===== src/rtl/cfg_loader.sv =====
// rtl/cfg_loader.sv - serial frame loader that commits a verified 8-bit routing word
module cfg_loader #(
    parameter logic [7:0] SYNC_WORD   = 8'hA5,
    parameter logic [7:0] DEFAULT_MAP = 8'hE4
) (
    input  logic       clk,
    input  logic       rst_n,
    input  logic       cfg_start,
    input  logic       cfg_abort,
    input  logic       cfg_valid,
    input  logic       cfg_data,
    output logic       cfg_ready,
    output logic [7:0] bitfile,
    output logic       cfg_done,
    output logic       cfg_error,
    output logic [1:0] err_code,
    output logic       cfg_busy
);

    typedef enum logic [2:0] {
        S_IDLE    = 3'd0,
        S_SYNC    = 3'd1,
        S_PAYLOAD = 3'd2,
        S_CSUM    = 3'd3,
        S_CHECK   = 3'd4
    } state_t;

    localparam logic [1:0] ERR_ABORT = 2'b00;
    localparam logic [1:0] ERR_SYNC  = 2'b01;
    localparam logic [1:0] ERR_CSUM  = 2'b10;
    localparam logic [1:0] ERR_MAP   = 2'b11;

    state_t     state_q, state_d;
    logic [2:0] cnt_q, cnt_d;
    logic [7:0] sreg_q, sreg_d;
    logic [7:0] shadow_q, shadow_d;
    logic [7:0] creg_q, creg_d;
    logic [7:0] bitfile_q, bitfile_d;
    logic       done_q, done_d;
    logic       error_q, error_d;
    logic [1:0] code_q, code_d;

    logic       accept;
    logic       last_bit;
    logic       map_legal;
    logic [7:0] sync_word;
    logic [7:0] csum_word;

    // A legal map sends each of the four sources to a distinct destination.
    assign map_legal = (shadow_q[1:0] != shadow_q[3:2]) && (shadow_q[1:0] != shadow_q[5:4]) &&
                       (shadow_q[1:0] != shadow_q[7:6]) && (shadow_q[3:2] != shadow_q[5:4]) &&
                       (shadow_q[3:2] != shadow_q[7:6]) && (shadow_q[5:4] != shadow_q[7:6]);

    assign cfg_ready = (state_q == S_SYNC) || (state_q == S_PAYLOAD) || (state_q == S_CSUM);
    assign cfg_busy  = (state_q != S_IDLE);
    assign accept    = cfg_valid && cfg_ready;
    assign last_bit  = (cnt_q == 3'd7);
    assign sync_word = {sreg_q[6:0], cfg_data};
    assign csum_word = {creg_q[6:0], cfg_data};

    always_comb begin
        state_d   = state_q;
        cnt_d     = cnt_q;
        sreg_d    = sreg_q;
        shadow_d  = shadow_q;
        creg_d    = creg_q;
        bitfile_d = bitfile_q;
        done_d    = done_q;
        error_d   = error_q;
        code_d    = code_q;

        if (state_q == S_IDLE) begin
            if (cfg_start && !cfg_abort) begin
                state_d = S_SYNC;
                cnt_d   = 3'd0;
                done_d  = 1'b0;
                error_d = 1'b0;
                code_d  = ERR_ABORT;
            end
        end else if (cfg_abort) begin
            // Abort wins over both bit acceptance and the commit.
            state_d = S_IDLE;
            cnt_d   = 3'd0;
            done_d  = 1'b0;
            error_d = 1'b1;
            code_d  = ERR_ABORT;
        end else begin
            case (state_q)
                S_SYNC: begin
                    if (accept) begin
                        cnt_d  = cnt_q + 3'd1;
                        sreg_d = sync_word;
                        if (last_bit) begin
                            if (sync_word == SYNC_WORD) begin
                                state_d = S_PAYLOAD;
                            end else begin
                                state_d = S_IDLE;
                                error_d = 1'b1;
                                code_d  = ERR_SYNC;
                            end
                        end
                    end
                end
                S_PAYLOAD: begin
                    if (accept) begin
                        cnt_d    = cnt_q + 3'd1;
                        shadow_d = {shadow_q[6:0], cfg_data};
                        if (last_bit) begin
                            state_d = S_CSUM;
                        end
                    end
                end
                S_CSUM: begin
                    if (accept) begin
                        cnt_d  = cnt_q + 3'd1;
                        creg_d = csum_word;
                        if (last_bit) begin
                            if (csum_word == ~shadow_q) begin
                                state_d = S_CHECK;
                            end else begin
                                state_d = S_IDLE;
                                error_d = 1'b1;
                                code_d  = ERR_CSUM;
                            end
                        end
                    end
                end
                S_CHECK: begin
                    state_d = S_IDLE;
                    if (map_legal) begin
                        bitfile_d = shadow_q;
                        done_d    = 1'b1;
                    end else begin
                        error_d = 1'b1;
                        code_d  = ERR_MAP;
                    end
                end
                default: begin
                    state_d = S_IDLE;
                end
            endcase
        end
    end

    always_ff @(posedge clk or negedge rst_n) begin
        if (!rst_n) begin
            state_q   <= S_IDLE;
            cnt_q     <= 3'd0;
            sreg_q    <= 8'h00;
            shadow_q  <= 8'h00;
            creg_q    <= 8'h00;
            bitfile_q <= DEFAULT_MAP;
            done_q    <= 1'b0;
            error_q   <= 1'b0;
            code_q    <= ERR_ABORT;
        end else begin
            state_q   <= state_d;
            cnt_q     <= cnt_d;
            sreg_q    <= sreg_d;
            shadow_q  <= shadow_d;
            creg_q    <= creg_d;
            bitfile_q <= bitfile_d;
            done_q    <= done_d;
            error_q   <= error_d;
            code_q    <= code_d;
        end
    end

    assign bitfile   = bitfile_q;
    assign cfg_done  = done_q;
    assign cfg_error = error_q;
    assign err_code  = code_q;

endmodule


===== config.mk =====
export PLATFORM = sky130hd
export DESIGN_NAME = cfg_loader
export DESIGN_NICKNAME = d
export VERILOG_FILES = /design/src/rtl/cfg_loader.sv
export SDC_FILE = /design/constraint.sdc
export NUM_CORES = 1
export LEC_CHECK = 0
export BUFFER_PORTS_ARGS = -buffer_cell sky130_fd_sc_hd__buf_2
export CAP_MARGIN = 5
export CORE_MARGIN = 10
export CORE_UTILIZATION = 45
export CTS_CLUSTER_DIAMETER = 80
export CTS_CLUSTER_SIZE = 10
export DETAILED_ROUTE_END_ITERATION = 10
export PLACE_DENSITY_LB_ADDON = 0.08
export SYNTH_ARGS = -nofsm -noshare
export SYNTH_HDL_FRONTEND = slang
export SYNTH_SLANG_ARGS = --single-unit

===== constraint.sdc =====
create_clock -name clk -period 2.7 [get_ports clk]
set_input_delay 0.27 -clock clk [delete_from_list [all_inputs] [get_ports clk]]
set_output_delay 0.27 -clock clk [all_outputs]
set_load 0.01 [all_outputs]

==> metrics <==
status complete, no violations; Mapped Nets 183; RR Startpoint state_q[1]$_DFFE_PN0P_; CTS tree yes; maximum clock rate 494 MHz; power density cells 696 nW/µm²; Period minus WS final ~2.0 ns; Critical Path Source Type flop; H-tree depth 2; CP max stage cell dfrtp_1; Avg Vias per Cell ~5.5; worst vdd ir between 0.3 and 0.4 mV; top cells by count, synth 36 x dfrtp_1, 30 x mux2_2, 13 x xor2_1, 10 x nor2_1; EDFF count, synth 0; Die Y 87.6 µm; routed length per instance 16.0 µm; Synth Area in XOR/XNOR around 8.5%; worst r2r path cells 6; Leakage between 1 and 1.5 nW; final antenna-violating net count 0; Critical path buffers and inverters 1; Setup Slack @ Placement approximately 0.67 ns; Placer Congestion 0.829; first-pass GRT wire length approximately 6.5 mm; final setup TNS 0 ns; Cells after Synth around 180; Synth Area in Adders 1.22%; Slew Limit Fails 0; # diodes 0; Yosys top cell area share 43.8%; design area 2270 µm²; Synth area leaders dfrtp_1 44%, mux2_2 16%, xor2_1 5.5%; final core utilization around half; worst-case clock buffer depth 2; Ys Warns 0; placed cell count between 200 and 250; fraction of layout cells with a size suffix above 1 34.0%; CTS hold repair buffers 0; CTS Root Cell clkbuf_8; Routed WL between 3 and 4 mm; vias about 1300; slack of the worst reg-to-reg path between 0.6 and 0.7 ns; endpoints failing setup 0; Slew HR a little over two fifths; area leader, netlist dfrtp_1; Final Non-Filler Cells around 240; FP Rows 24; mux cell area share after synthesis roughly 18%; Port Buffers 19; Top FF cell, synth dfrtp_1; Synth async-reset ratio 100%; clk slew on worst S/H paths approximately 0.080 ns; Crit path required time 2.88 ns; initial antenna violation count 0; Worst Skew 0.00546 ns; all-layer global routing usage a little over a tenth; WS Path Type reg2reg; gr ovfl total 0; crit-path max FO 10; final hold violations 0; post-CTS repair timing setup buffer count 0; most frequent cell after synthesis dfrtp_1; first-pass detailed-route iteration total 4; Core Region roughly 4400 µm²; synthesized cell area a little over 2000 µm²; post-CTS sizing 0; Iteration-0 DRC Markers 91; Die Wd approximately 90 µm; CTS Sinks 40; Yosys cell types 39; post-DP HPWL 2.88 mm; Initial Util a little under half; largest net degree at the start of global routing slightly above 40; crit path cell chain nor2_2 -> nand3_1 -> nor4_4 -> buf_4 -> nand4b_1 -> mux2_1; Worst Tran Pin Value 0.868 ns; synthesis-to-finish area growth 10.6%; area fraction in compound gates after synthesis under 10%; maxcap violations 0; DRC 0; hold_ws around 0.086 ns; HP Class in2async; simple-gate share of the synthesized area 11.2%; clk_lat worst skew roughly 0.29 ns; I/O pin cnt 20; crit path DAT approximately 2.2 ns; die area between 7000 and 8000 µm²; nets 198; flops & latches, synth 40; number of fill cells 390; slowest stage delay, CP around 0.48 ns; vias in the first global route ~1300; RSZ-0062 raised after global routing false; crit end category flop; Top delay family on crit path simple AND/OR/NAND/NOR gates; Placed Instance Area around 2100 µm²; total power about 1.6 mW; main combinational cell family by area after synthesis multiplexers; Synth Area per Inst 11.7 µm²; Seq/Total Area, Yosys ~49%; Tcrit/Tclk final 75.0%; cts bufs inserted 5; RR Endpoint err_code[1]$_DFFE_PN0P_; slack of the critical path 0.675 ns
[where the power goes]
part | total (mW) | internal (mW) | switching, mW
registers | 0.744 | 0.679 | 0.0658
clock network | 0.527 | 0.326 | 0.201
logic | 0.310 | 0.139 | 0.172
total | 1.58 | 1.14 | 0.439
[cells in the final DEF, fill, tap and decap left out, types with 2 or more instances in the layout]
cell type	synthesis	routed
dfstp_2	4	4
nand2_1	2	2
xnor2_1	7	7
mux2_2	30	30
or4bb_1	2	2
nand4b_1	2	2
clkbuf_8	0	7
a21oi_1	6	6
inv_1	6	6
ha_1	2	2
mux2i_1	2	2
buf_4	7	2
o21ai_0	5	5
nor4_1	3	3
nor2_1	10	10
nor3_1	3	3
nand3_1	6	6
buf_2	1	19
o22ai_1	4	4
nand4_1	2	2
dfrtp_1	36	36
nor2b_1	2	2
xor2_1	13	13
[layout make-up]
type	count	area [µm²]	share of cell area, %
flip-flops and latches	40	1010	44.2
multi-input cells	116	943	41.5
clock buffers	7	96.3	4.24
repair buffers	21	110	4.84
clock inverters	1	30.0	1.32
inverters	6	22.5	0.991
well taps	52	65.1	2.86
[cell families (layout without fill, tap and decap cells)]
| kind of cell | Yosys count | count (layout) |
|---|---|---|
| xor+xnor | 20 | 20 |
| flops | 40 | 40 |
| simple gates | 38 | 38 |
| mux | 33 | 33 |
| buf+inv | 19 | 35 |
| fa+ha+maj | 2 | 2 |
| compound gates | 23 | 23 |
[sequential cells by signal, summed over array words and instances (netlist names)]
register   count
creg_q         7
bitfile        8
err_code       2
state_q        3
shadow_q       8
sreg_q         7
cfg_error      1
cnt_q          3
cfg_done       1
[worst register-to-register path: cells and delay by family, from the launching register on]
family / cells / cell delay (ns)
and+or+nand+nor: 4 / 0.89
muxes: 1 / 0.33
buffers and inverters: 1 / 0.22
DFF: 1 / 0.48
[per-layer routing]
metal | vias to the layer above | GRT usage, % | share of wire [%]
met5 | - | 0 | 0
met3 | 7 | 3.71 | 5.0
li1 | 646 | - | -
met1 | 667 | 13.2 | 45
met4 | 0 | 5.22 | 1.9
met2 | 19 | 16.7 | 48
[worst max path at each step]
stage,startpoint,to,slack [ns],depth (start not counted)
floorplan,shadow_q[1]$_DFFE_PN0P_,err_code[1]$_DFFE_PN0P_,0.75,6
global placement,state_q[1]$_DFFE_PN0P_,err_code[1]$_DFFE_PN0P_,0.75,6
detailed placement,state_q[1]$_DFFE_PN0P_,err_code[1]$_DFFE_PN0P_,0.67,6
CTS,state_q[1]$_DFFE_PN0P_,err_code[1]$_DFFE_PN0P_,0.66,6
global route,state_q[1]$_DFFE_PN0P_,err_code[1]$_DFFE_PN0P_,0.55,6
finish,state_q[1]$_DFFE_PN0P_,err_code[1]$_DFFE_PN0P_,0.68,6
Power figures use the tool's default switching activity.
